## config.mk

```make
export PLATFORM = sky130hd
export DESIGN_NAME = fetch_stage
export DESIGN_NICKNAME = d
export VERILOG_FILES = /design/src/rtl/fetch_stage.sv
export SDC_FILE = /design/constraint.sdc
export NUM_CORES = 1
export LEC_CHECK = 0
export BUFFER_PORTS_ARGS = -buffer_cell sky130_fd_sc_hd__buf_4
export CORE_MARGIN = 5
export CORE_UTILIZATION = 54
export DETAILED_ROUTE_END_ITERATION = 8
export PLACE_DENSITY = 0.86
export SLEW_MARGIN = 20
export SYNTH_ARGS = -nofsm -noshare
export SYNTH_HDL_FRONTEND = slang
export SYNTH_SLANG_ARGS = --single-unit
```

## constraint.sdc

```tcl
create_clock -name CLK -period 2.95 [get_ports CLK]
set_input_delay 0.4425 -clock CLK [delete_from_list [all_inputs] [get_ports CLK]]
set_output_delay 0.4425 -clock CLK [all_outputs]
set_load 0.02 [all_outputs]
```

## src/rtl/fetch_stage.sv

```systemverilog
// Purpose : instruction fetch stage; drives imem with the PC and fills the IF/ID latch.
// Latency : word accepted with imem_ready=1 at edge N appears on if_instr/if_valid after edge N.
// Backpr. : stall holds PC and the IF/ID latch and drops imem_req; br_taken overrides stall.
//
// Ports:
//   CLK, RSTN              clock, asynchronous active-low reset
//   stall                  decode cannot accept; hold the IF/ID latch
//   br_taken, br_target    redirect from execute; flushes the latch and loads the PC
//   imem_req, imem_addr    instruction memory read request and word address (= PC)
//   imem_rdata, imem_ready returned instruction word and its strobe
//   if_pc, if_instr,       IF/ID latch contents
//   if_valid
module fetch_stage #(
  parameter logic [15:0] RESET_PC    = 16'h0000,
  parameter logic [15:0] HALT_OPCODE = 16'hFFFF
) (
  input  logic        CLK,
  input  logic        RSTN,
  input  logic        stall,
  input  logic        br_taken,
  input  logic [15:0] br_target,
  output logic        imem_req,
  output logic [15:0] imem_addr,
  input  logic [15:0] imem_rdata,
  input  logic        imem_ready,
  output logic [15:0] if_pc,
  output logic [15:0] if_instr,
  output logic        if_valid
);

  typedef enum logic [1:0] {
    ST_BOOT = 2'd0,
    ST_RUN  = 2'd1,
    ST_HALT = 2'd2
  } state_e;

  state_e      state_q, state_d;
  logic [15:0] pc_q, pc_d;
  logic [15:0] if_pc_q, if_pc_d;
  logic [15:0] if_instr_q, if_instr_d;
  logic        if_valid_q, if_valid_d;

  always_ff @(posedge CLK or negedge RSTN) begin
    if (!RSTN) begin
      state_q    <= ST_BOOT;
      pc_q       <= RESET_PC;
      if_pc_q    <= 16'h0000;
      if_instr_q <= 16'h0000;
      if_valid_q <= 1'b0;
    end else begin
      state_q    <= state_d;
      pc_q       <= pc_d;
      if_pc_q    <= if_pc_d;
      if_instr_q <= if_instr_d;
      if_valid_q <= if_valid_d;
    end
  end

  always_comb begin
    state_d    = state_q;
    pc_d       = pc_q;
    if_pc_d    = if_pc_q;
    if_instr_d = if_instr_q;
    if_valid_d = if_valid_q;
    imem_req   = 1'b0;

    case (state_q)
      ST_BOOT: begin
        // One idle cycle after reset; redirects are not honoured here.
        if_valid_d = 1'b0;
        state_d    = ST_RUN;
      end

      ST_RUN: begin
        imem_req = !stall && !br_taken;
        if (br_taken) begin
          // Only the latched word is discarded; its pc/instr stay visible.
          pc_d       = br_target;
          if_valid_d = 1'b0;
        end else if (stall) begin
          // Hold everything; a returned word is ignored and refetched later.
        end else if (imem_ready) begin
          if_instr_d = imem_rdata;
          if_pc_d    = pc_q;
          if_valid_d = 1'b1;
          pc_d       = pc_q + 16'h0001;
          if (imem_rdata == HALT_OPCODE) begin
            state_d = ST_HALT;
          end
        end else begin
          if_valid_d = 1'b0;
        end
      end

      ST_HALT: begin
        if (br_taken) begin
          pc_d       = br_target;
          if_valid_d = 1'b0;
          state_d    = ST_RUN;
        end else if (!stall) begin
          // Let decode consume the halt word, then go quiet.
          if_valid_d = 1'b0;
        end
      end

      default: begin
        state_d = ST_BOOT;
      end
    endcase
  end

  assign imem_addr = pc_q;
  assign if_pc     = if_pc_q;
  assign if_instr  = if_instr_q;
  assign if_valid  = if_valid_q;

endmodule
```

* After elaboration in Yosys (flattened, before gate mapping)
Index checks and enable logic that the tools add are counted.
** Cells by class
- Add/subtract/negate cells :: 1
- Equality and inequality tests :: 11
- Multiplexer cells :: 18
- Bitwise gates (word level) :: 2
- Reduce and logical (&&, ||, !) cells :: 10
** Operator list (count)
- $mux W16 :: 4
- $pmux W16 S2 :: 1
- $add A16 B1 Y16 const B :: 1
- $eq A16 B16 Y1 const B :: 1
- $mux W2 :: 5
- $ne A2 B2 Y1 const B :: 5
- $ne A3 B3 Y1 const B :: 3
- $reduce_and A4 Y1 :: 2
- $mux W1 :: 6
- $pmux W2 S3 :: 1
- $reduce_and A5 Y1 :: 1
- $pmux W1 S3 :: 1
- $reduce_and A3 Y1 :: 1
- $reduce_bool A3 Y1 :: 1
- $eq A2 B1 Y1 const B :: 1
- $eq A2 B2 Y1 const B :: 1
- $logic_not A1 Y1 :: 2
- $logic_not A2 Y1 :: 1
- $not A1 Y1 :: 2
- $reduce_bool A2 Y1 :: 1
- $logic_and A1 B1 Y1 :: 1
** Word-level totals
- Register bits :: 51
- Output and inout port bits :: 50

* Longest topological paths before layout
Gate-level depths: netlist of run 1.
- Depth in word-level cells :: 6
- Mapped depth :: 6
- Mapped depth without buffers :: 5

* Least setup slack after synthesis of run 1
OpenSTA, ideal clock, no wires.
- Path type :: in2out
- Start :: input port br_taken
- End :: output port imem_req
- Data arrival time :: 1.512 ns
- Setup slack :: 0.995 ns
- Stages on the path :: 3
- Buffers on the path :: 2
- Cell sequence :: buf_2 clkbuf_1 nor4_1
** On the way
- Longest elaborated chain between the ends :: 3
** Ends and longest elaborated chain
- from (decl) :: RTL line 20 : input logic br_taken,
- $logic_not A1 Y1 :: RTL line 75 : imem_req = !stall && !br_taken;
- $logic_and A1 B1 Y1 :: RTL line 75
- $mux W1 :: RTL line 67 : case (state_q)
- to (decl) :: RTL line 22 : output logic imem_req,
No other way between the ends.

* Final worst setup path of run 1
- Start :: register state_q[0]
- End :: register pc_q[15], in the netlist imem_addr[15]
** On the way
- Longest elaborated chain between the ends :: 3
- Elaborated cells between the ends (all ways) :: 8
- Those cells by class :: 5 x eq/ne; 1 x mux; 2 x reduce/logical
** Ends and longest elaborated chain
- from (decl) :: RTL line 37 : state_e state_q, state_d;
- from (signal assigned) :: RTL line 51 : state_q <= state_d;
- $eq A2 B1 Y1 / $eq A2 B2 Y1 (equally long branches) :: RTL line 67
- $ne A3 B3 Y1 (no source line), or another cell as far along
- $reduce_and A4 Y1 (no source line)
- to (signal assigned) :: RTL line 52 : pc_q <= pc_d;
- to (decl) :: RTL line 38 : logic [15:0] pc_q, pc_d;
Parallel ways exist; a longest one is shown, timed or not.
A chain may end at the register's enable or synchronous reset.

==> results of run 1 <==
-- synthesized netlist by cell type, types with 3 or more instances --
cell	count
sky130_fd_sc_hd__a211oi_1	4
sky130_fd_sc_hd__a211oi_2	3
sky130_fd_sc_hd__a21oi_1	4
sky130_fd_sc_hd__a311oi_1	3
sky130_fd_sc_hd__and3_1	3
sky130_fd_sc_hd__and4_1	3
sky130_fd_sc_hd__buf_2	7
sky130_fd_sc_hd__buf_6	5
sky130_fd_sc_hd__dfrtp_1	51
sky130_fd_sc_hd__inv_1	3
sky130_fd_sc_hd__mux2_1	26
sky130_fd_sc_hd__mux2_2	5
sky130_fd_sc_hd__nand2_1	11
sky130_fd_sc_hd__nand3_1	4
sky130_fd_sc_hd__nand4_1	7
sky130_fd_sc_hd__nor2_1	10
sky130_fd_sc_hd__nor3_1	4
sky130_fd_sc_hd__nor3_2	3
sky130_fd_sc_hd__nor4_1	6
sky130_fd_sc_hd__nor4b_1	3
sky130_fd_sc_hd__o21ai_0	10
sky130_fd_sc_hd__o22ai_1	4
sky130_fd_sc_hd__o2bb2ai_1	7
-- critical path, stage by stage, from the launching register on --
cell and delay, ns:
sky130_fd_sc_hd__dfrtp_1 0.48, sky130_fd_sc_hd__xnor2_1 0.20, sky130_fd_sc_hd__o21ai_2 0.70, sky130_fd_sc_hd__o211ai_1 0.18, sky130_fd_sc_hd__o22a_1 0.23
-- worst paths after layout --
kind                                        endpoint  slack (ns)  depth (start not counted)
max                        imem_addr[15]$_DFFE_PN0P_        1.07                          4
min                         imem_addr[8]$_DFFE_PN0P_        0.16                          1
max reg2reg                imem_addr[15]$_DFFE_PN0P_        1.07                          4
min reg2reg                     if_valid$_DFFE_PN0P_        0.48                          2
max in group asynchronous       if_pc[0]$_DFFE_PN0P_        2.38                          1
min in group CLK            if_instr[10]$_DFFE_PN0P_        0.36                          2
-- per-layer routing --
layer	track usage	vias to the layer above	routed length, µm
li1	-	986	-
met3	0.0646	9	537
met2	0.331	84	2850
met1	0.262	1011	2470
met4	0.0629	0	85
met5	0	-	0
-- area by class of cell --
cell class                 instances  share of cell area
clock buffer                       7              0.0235
multi-input combinational        149               0.356
sequential                        51               0.393
clock inverter                     1             0.00154
tap                               54              0.0208
timing repair buffer              87               0.201
inverter                           3             0.00347
-- power groups by stage --
stage                     combinational (µW)  sequential, µW  clock (µW)
after floorplan                          202            1110           0
after global placement                   663             958           0
after detailed placement                 677             967           0
after CTS                                678             954         398
after global routing                     720             980         435
final                                    667             953         389
-- cell usage in the layout, fill, tap and decap left out, types with 4 or more instances in the layout --
| cell type | netlist | routed |
|---|---|---|
| sky130_fd_sc_hd__buf_4 | 1 | 87 |
| sky130_fd_sc_hd__dfrtp_1 | 51 | 51 |
| sky130_fd_sc_hd__mux2_1 | 26 | 26 |
| sky130_fd_sc_hd__nand2_1 | 11 | 11 |
| sky130_fd_sc_hd__o21ai_0 | 10 | 10 |
| sky130_fd_sc_hd__nor2_1 | 10 | 10 |
| sky130_fd_sc_hd__o2bb2ai_1 | 7 | 7 |
| sky130_fd_sc_hd__nand4_1 | 7 | 7 |
| sky130_fd_sc_hd__nor4_1 | 6 | 6 |
| sky130_fd_sc_hd__mux2_2 | 5 | 5 |
| sky130_fd_sc_hd__clkbuf_8 | 0 | 5 |
| sky130_fd_sc_hd__a21oi_1 | 4 | 4 |
| sky130_fd_sc_hd__o22ai_1 | 4 | 4 |
| sky130_fd_sc_hd__nand3_1 | 4 | 4 |
| sky130_fd_sc_hd__a211oi_1 | 4 | 4 |
| sky130_fd_sc_hd__nor3_1 | 4 | 4 |
-- cells by family (layout without fill, tap and decap cells) --
| logic type | Yosys count | after routing | share of synthesized area |
|---|---|---|---|
| mux | 32 | 32 | 0.141 |
| buf+inv | 18 | 98 | 0.0461 |
| xor+xnor | 1 | 1 | 0.00344 |
| fa+ha+maj | 2 | 2 | 0.00883 |
| simple gates | 64 | 64 | 0.156 |
| flops | 51 | 51 | 0.500 |
| compound gates | 50 | 50 | 0.145 |
-- state kept, by name (all words and copies together), names as in the netlist --
register	cells
imem_addr	16
if_valid	1
if_instr	16
state_q	2
if_pc	16
-- through the flow --
| step | total power [µW] | std cells |
|---|---|---|
| 4_1_cts | 2030 | 352 |
| 3_5_place_dp | 1640 | 344 |
| 3_3_place_gp | 1620 | 344 |
| 2_1_floorplan | 1320 | 218 |
| 5_1_grt | 2140 | 352 |
| 6_report | 2010 | 352 |
==> flow_summary_export.csv, run 1 <==
group,metric,value,unit
clocking,post_cts_resized,0,
global_route,global_route.overflow_total,0,
place,dpl-instance-area,3160,µm²
logic_synthesis,synth-warning-count,0,
route,vias_per_cell,5.94,
clocking,ctsHtreeMaxLevel,2,
logic_synthesis,synth.yosys.seq_area_share,0.500,
clocking,ctsLongestPathBuffers,2,
timing,actual_slew_at_the_worst_max_slew_pin,0.873,ns
die,dieArea,6200,µm²
worst_setup_path,worstSetupStartpoint,"state_q[0]$_DFFE_PN0P_",
layout,post-route-cell-area,3250,µm²
route,dr_total_vias,2090,
route,drc_errors,0,
worst_setup_path,arrival,2.08,ns
place,post_placement_worst_setup_slack,0.970,ns
layout,relative_area_change_from_synthesis_to_final_layout,27.3,%
logic_synthesis,syn-mean-instance-area,11.7,µm²
power_and_ir_drop,sw_frac_of_total,0.344,
global_route,grt_antenna_before_repair,0,
timing,tns,0,ns
flow_run,cap_violations,0,
clocking,cts-root-buf,"sky130_fd_sc_hd__clkbuf_8",
worst_setup_path,timing.critical_path.from_type,"flop",
logic_synthesis,share_of_the_synthesized_area_in_the_top_cell_type,0.500,
die,floorplan.die.height,78.7,µm
worst_setup_path,worst-setup-path-type,"flop to flop",
timing,final.setup_skew,0.00635,ns
logic_synthesis,synth.area.top_cells,"sky130_fd_sc_hd__dfrtp_1 (50%), sky130_fd_sc_hd__mux2_1 (11%), sky130_fd_sc_hd__o2bb2ai_1 (2.4%), sky130_fd_sc_hd__buf_6 (2.2%), sky130_fd_sc_hd__mux2_2 (2.2%)",
place,buffer_ports.inserted,86,
global_route,grt_first_pass_wirelength,10100,µm
logic_synthesis,synth_area_leader_cell,"sky130_fd_sc_hd__dfrtp_1",
clocking,worst_skew_pair.late_latency,0.30,ns
logic_synthesis,postSynthRegisterBits,51,
layout,multiInputGateArea,1160,µm²
power_and_ir_drop,p_leak,0.00145,µW
power_and_ir_drop,seq_power_share,0.474,
place,place_hpwl,4330,µm
worst_setup_path,reg2reg_from,"state_q[0]$_DFFE_PN0P_",
timing,grt_setup_unrepaired,"no",
die,initial_core_util,0.547,
logic_synthesis,yosys.cell_types.count,49,
place,finalWeightedCongestion,0.822,
power_and_ir_drop,power.density,619,nW/µm²
route,dr.pass1.iters,4,
die,core.rowCount,25,
timing,max-slew-margin-rel,0.418,
worst_setup_path,endpoint_class_of_the_critical_path,"flop",
layout,share_of_post_route_cells_with_drive_strength_above_1,0.369,
route,drt_wl_total,5940,µm
power_and_ir_drop,power.ir.vdd_worst,0.351,mV
timing,min_period_over_period,0.639,
clocking,clk_transition_reported_paths,0.09,ns
layout,layout.filler_cells,378,
power_and_ir_drop,net-switching-power,690,µW
clocking,tritoncts,"done",
outcome,run_status,"completed",
power_and_ir_drop,comb_power_share,0.332,
timing,timing.final.ws_setup,1.07,ns
layout,antenna_cells,0,
min_path,worstHoldPathType,"input port to async pin",
timing,finalHoldViolCount,0,
worst_setup_path,critPathRequiredTime,3.14,ns
clocking,cts_hold_buffers,0,
layout,finalNetCount,335,
global_route,groute.usage.overall,0.204,
power_and_ir_drop,power.internal,1320,µW
clocking,buffers_inserted_by_post_cts_timing_repair,0,
layout,seqCellArea,1280,µm²
logic_synthesis,edff_count_synth,0,
worst_setup_path,critical_path_peak_fanout,21,
timing,max_freq,531,MHz
clocking,tritoncts.num_buffers,5,
timing,setup-violations-final,0,
die,core-area,4660,µm²
timing,timing.final.crit_period,1.88,ns
route,drc_marker_count_from_the_first_detailed_route_iteration,120,
timing,fin_hold_ws,0.162,ns
die,die_width,78.7,µm
clocking,cts.sink_count,51,
logic_synthesis,ys_async_sr_fraction,1.00,
logic_synthesis,ys.flop_type,"sky130_fd_sc_hd__dfrtp_1",
power_and_ir_drop,clkPwrFrac,0.193,
layout,utilization,0.696,
global_route,grt_pass1_vias,2113,
route,ant_nets,0,
die,design.portCount,87,
timing,timing_max_transition_violations_final,0,
logic_synthesis,syn_area,2550,µm²
global_route,grt_max_degree,52,
logic_synthesis,syn_inst,218,
route,wire_per_inst,16.9,µm
logic_synthesis,synth.net_count,256,
Note: power is estimated with default switching activity, not from simulation.
==> inputs of run 2 (changes only) <==
- CORE_UTILIZATION: 54 -> 50
- PLACE_DENSITY: 0.86 -> 0.81
- clock period: 2.95 -> 1.9 ns (I/O delays scaled with it)
==> flow_summary_export.csv, run 2 (same netlist as run 1, synthesis figures left out) <==
group,metric,value,unit
power_and_ir_drop,power.density,950,nW/µm²
place,post_placement_worst_setup_slack,0.216,ns
worst_setup_path,cp.buffers_inverters,0,
worst_setup_path,crit_chain,"ha_1 -> nand4_1 -> nor4_1 -> o2111a_1 -> nor2_1",
timing,timing_max_transition_violations_final,0,
timing,timing.final.crit_period,1.72,ns
layout,share_of_post_route_cells_with_drive_strength_above_1,0.385,
timing,final.setup_skew,0.0118,ns
layout,relative_area_change_from_synthesis_to_final_layout,30.5,%
clocking,post_cts_resized,0,
clocking,tritoncts,"done",
power_and_ir_drop,power.internal,2050,µW
worst_setup_path,timing.critical_path.from_type,"flop",
clocking,ctsHtreeMaxLevel,2,
timing,grt_setup_unrepaired,"no",
route,drc_errors,0,
die,die_width,81.4,µm
place,place.detailed.instances,366,
layout,layout.filler_cells,402,
power_and_ir_drop,net-switching-power,1110,µW
worst_setup_path,slowest_cell_on_crit_path,"sky130_fd_sc_hd__dfrtp_1",
layout,finalNetCount,341,
route,drc_marker_count_from_the_first_detailed_route_iteration,219,
worst_setup_path,critical-path-max-stage-delay,0.49,ns
die,floorplan.die.height,81.4,µm
die,design.portCount,87,
clocking,worst_skew_pair.late_latency,0.31,ns
timing,fin_hold_ws,-0.00705,ns
route,wire_per_inst,16.8,µm
worst_setup_path,arrival,1.91,ns
route,drt_wl_total,6290,µm
clocking,cts-root-buf,"sky130_fd_sc_hd__clkbuf_8",
die,dieArea,6630,µm²
clocking,ctsLongestPathBuffers,2,
layout,instances_no_fill,374,
flow_run,cap_violations,0,
place,place_hpwl,4680,µm
timing,max-slew-margin-rel,0.579,
clocking,buffers_inserted_by_post_cts_timing_repair,0,
clocking,clk_transition_reported_paths,0.10,ns
power_and_ir_drop,power.ir.vdd_worst,0.617,mV
worst_setup_path,worst-setup-path-type,"flop to flop",
timing,min_period_over_period,0.903,
power_and_ir_drop,power.total,3160,µW
layout,layout.cells.most_common_list,"sky130_fd_sc_hd__buf_4 (92), sky130_fd_sc_hd__dfrtp_1 (51), sky130_fd_sc_hd__mux2_1 (26), sky130_fd_sc_hd__nand2_1 (11)",
power_and_ir_drop,clkPwrFrac,0.195,
min_path,worstHoldPathType,"input port to async pin",
clocking,cts.sink_count,51,
place,buffer_ports.inserted,86,
layout,antenna_cells,0,
timing,finalHoldViolCount,13,
worst_setup_path,timing.critical_path.max_delay_family,"simple AND/OR/NAND/NOR gates",
clocking,tritoncts.num_buffers,5,
route,dr_total_vias,2139,
die,core-area,5040,µm²
die,core.rowCount,26,
outcome,violations,"negative hold slack",
timing,max_freq,583,MHz
timing,tns,0,ns
worst_setup_path,endpoint_class_of_the_critical_path,"flop",
worst_setup_path,critPathRequiredTime,2.10,ns
timing,actual_slew_at_the_worst_max_slew_pin,0.632,ns
global_route,groute.usage.overall,0.203,
global_route,global_route.overflow_total,0,
global_route,grt_antenna_before_repair,0,
place,finalWeightedCongestion,0.835,
route,dr.pass1.iters,4,
power_and_ir_drop,p_leak,0.00148,µW
power_and_ir_drop,sw_frac_of_total,0.350,
power_and_ir_drop,seq_power_share,0.472,
route,ant_nets,0,
worst_setup_path,critical_path_peak_fanout,6,
worst_setup_path,ff2ff_path_depth,5,
outcome,run_status,"finished, violations left",
global_route,grt_max_degree,52,
timing,timing.final.ws_setup,0.185,ns
timing,setup-violations-final,0,
worst_setup_path,path_depth,5,
route,vias_per_cell,5.72,
die,initial_core_util,0.506,
global_route,grt_first_pass_wirelength,10200,µm
power_and_ir_drop,comb_power_share,0.333,
clocking,cts_hold_buffers,0,
global_route,grt_pass1_vias,2120,
layout,mostFrequentLayoutCell,"sky130_fd_sc_hd__buf_4",
[run 2: changes by cell type in the layout (fill, tap and decap cells not counted)]
cell                         previous run  this run
sky130_fd_sc_hd__clkbuf_1               2         1
sky130_fd_sc_hd__buf_12                 0         1
sky130_fd_sc_hd__buf_4                 87        92
sky130_fd_sc_hd__clkinvlp_4             0         1
[run 2: worst reg2reg max path, cell delays in order (launching register included)]
cell and delay (ns):
sky130_fd_sc_hd__dfrtp_1 0.49, sky130_fd_sc_hd__ha_1 0.27, sky130_fd_sc_hd__nand4_1 0.18, sky130_fd_sc_hd__nor4_1 0.42, sky130_fd_sc_hd__o2111a_1 0.22, sky130_fd_sc_hd__nor2_1 0.04
[run 2: through the flow]
step | cell area [µm²] | utilization
6_report | 3330 | 0.660
2_1_floorplan | 2550 | -
3_3_place_gp | 3240 | 0.643
4_1_cts | 3330 | 0.660
5_1_grt | 3330 | 0.660
3_5_place_dp | 3240 | 0.643
[run 2: final cells by class]
class	count	area, µm²	area share
Sequential cell	51	1280	0.384
Inverter	3	11.3	0.00338
Tap cell	70	87.6	0.0263
Clock buffer	6	72.6	0.0218
Timing Repair Buffer	93	711	0.214
Clock inverter	2	12.5	0.00376
Multi-Input combinational cell	149	1160	0.347
[run 2: metal layers]
metal / up-vias / share of wire / track usage
li1: 1003 / - / -
met1: 1034 / 0.41 / 0.260
met2: 94 / 0.49 / 0.334
met3: 8 / 0.089 / 0.0603
met4: 0 / 0.011 / 0.0541
met5: - / 0 / 0
[run 2: power by group through the flow]
stage / sequential (µW) / combinational, µW / clock [µW]
6_report: 1490 / 1050 / 617
3_5_place_dp: 1510 / 1070 / 0
4_1_cts: 1490 / 1070 / 631
5_1_grt: 1530 / 1130 / 685
2_1_floorplan: 1730 / 313 / 0
3_3_place_gp: 1500 / 1040 / 0
[run 2: path summary, 6_finish.rpt]
kind / endpoint / slack, ns / start
setup reg to reg: imem_addr[14]$_DFFE_PN0P_ / 0.18 / imem_addr[0]$_DFFE_PN0P_
setup / recovery: imem_addr[14]$_DFFE_PN0P_ / 0.18 / imem_addr[0]$_DFFE_PN0P_
hold / removal: imem_addr[8]$_DFFE_PN0P_ / -0.007 / RSTN
max in group asynchronous: imem_addr[14]$_DFFE_PN0P_ / 1.48 / RSTN
min in group CLK: if_instr[6]$_DFFE_PN0P_ / 0.20 / imem_rdata[6]
hold reg to reg: if_valid$_DFFE_PN0P_ / 0.49 / if_valid$_DFFE_PN0P_
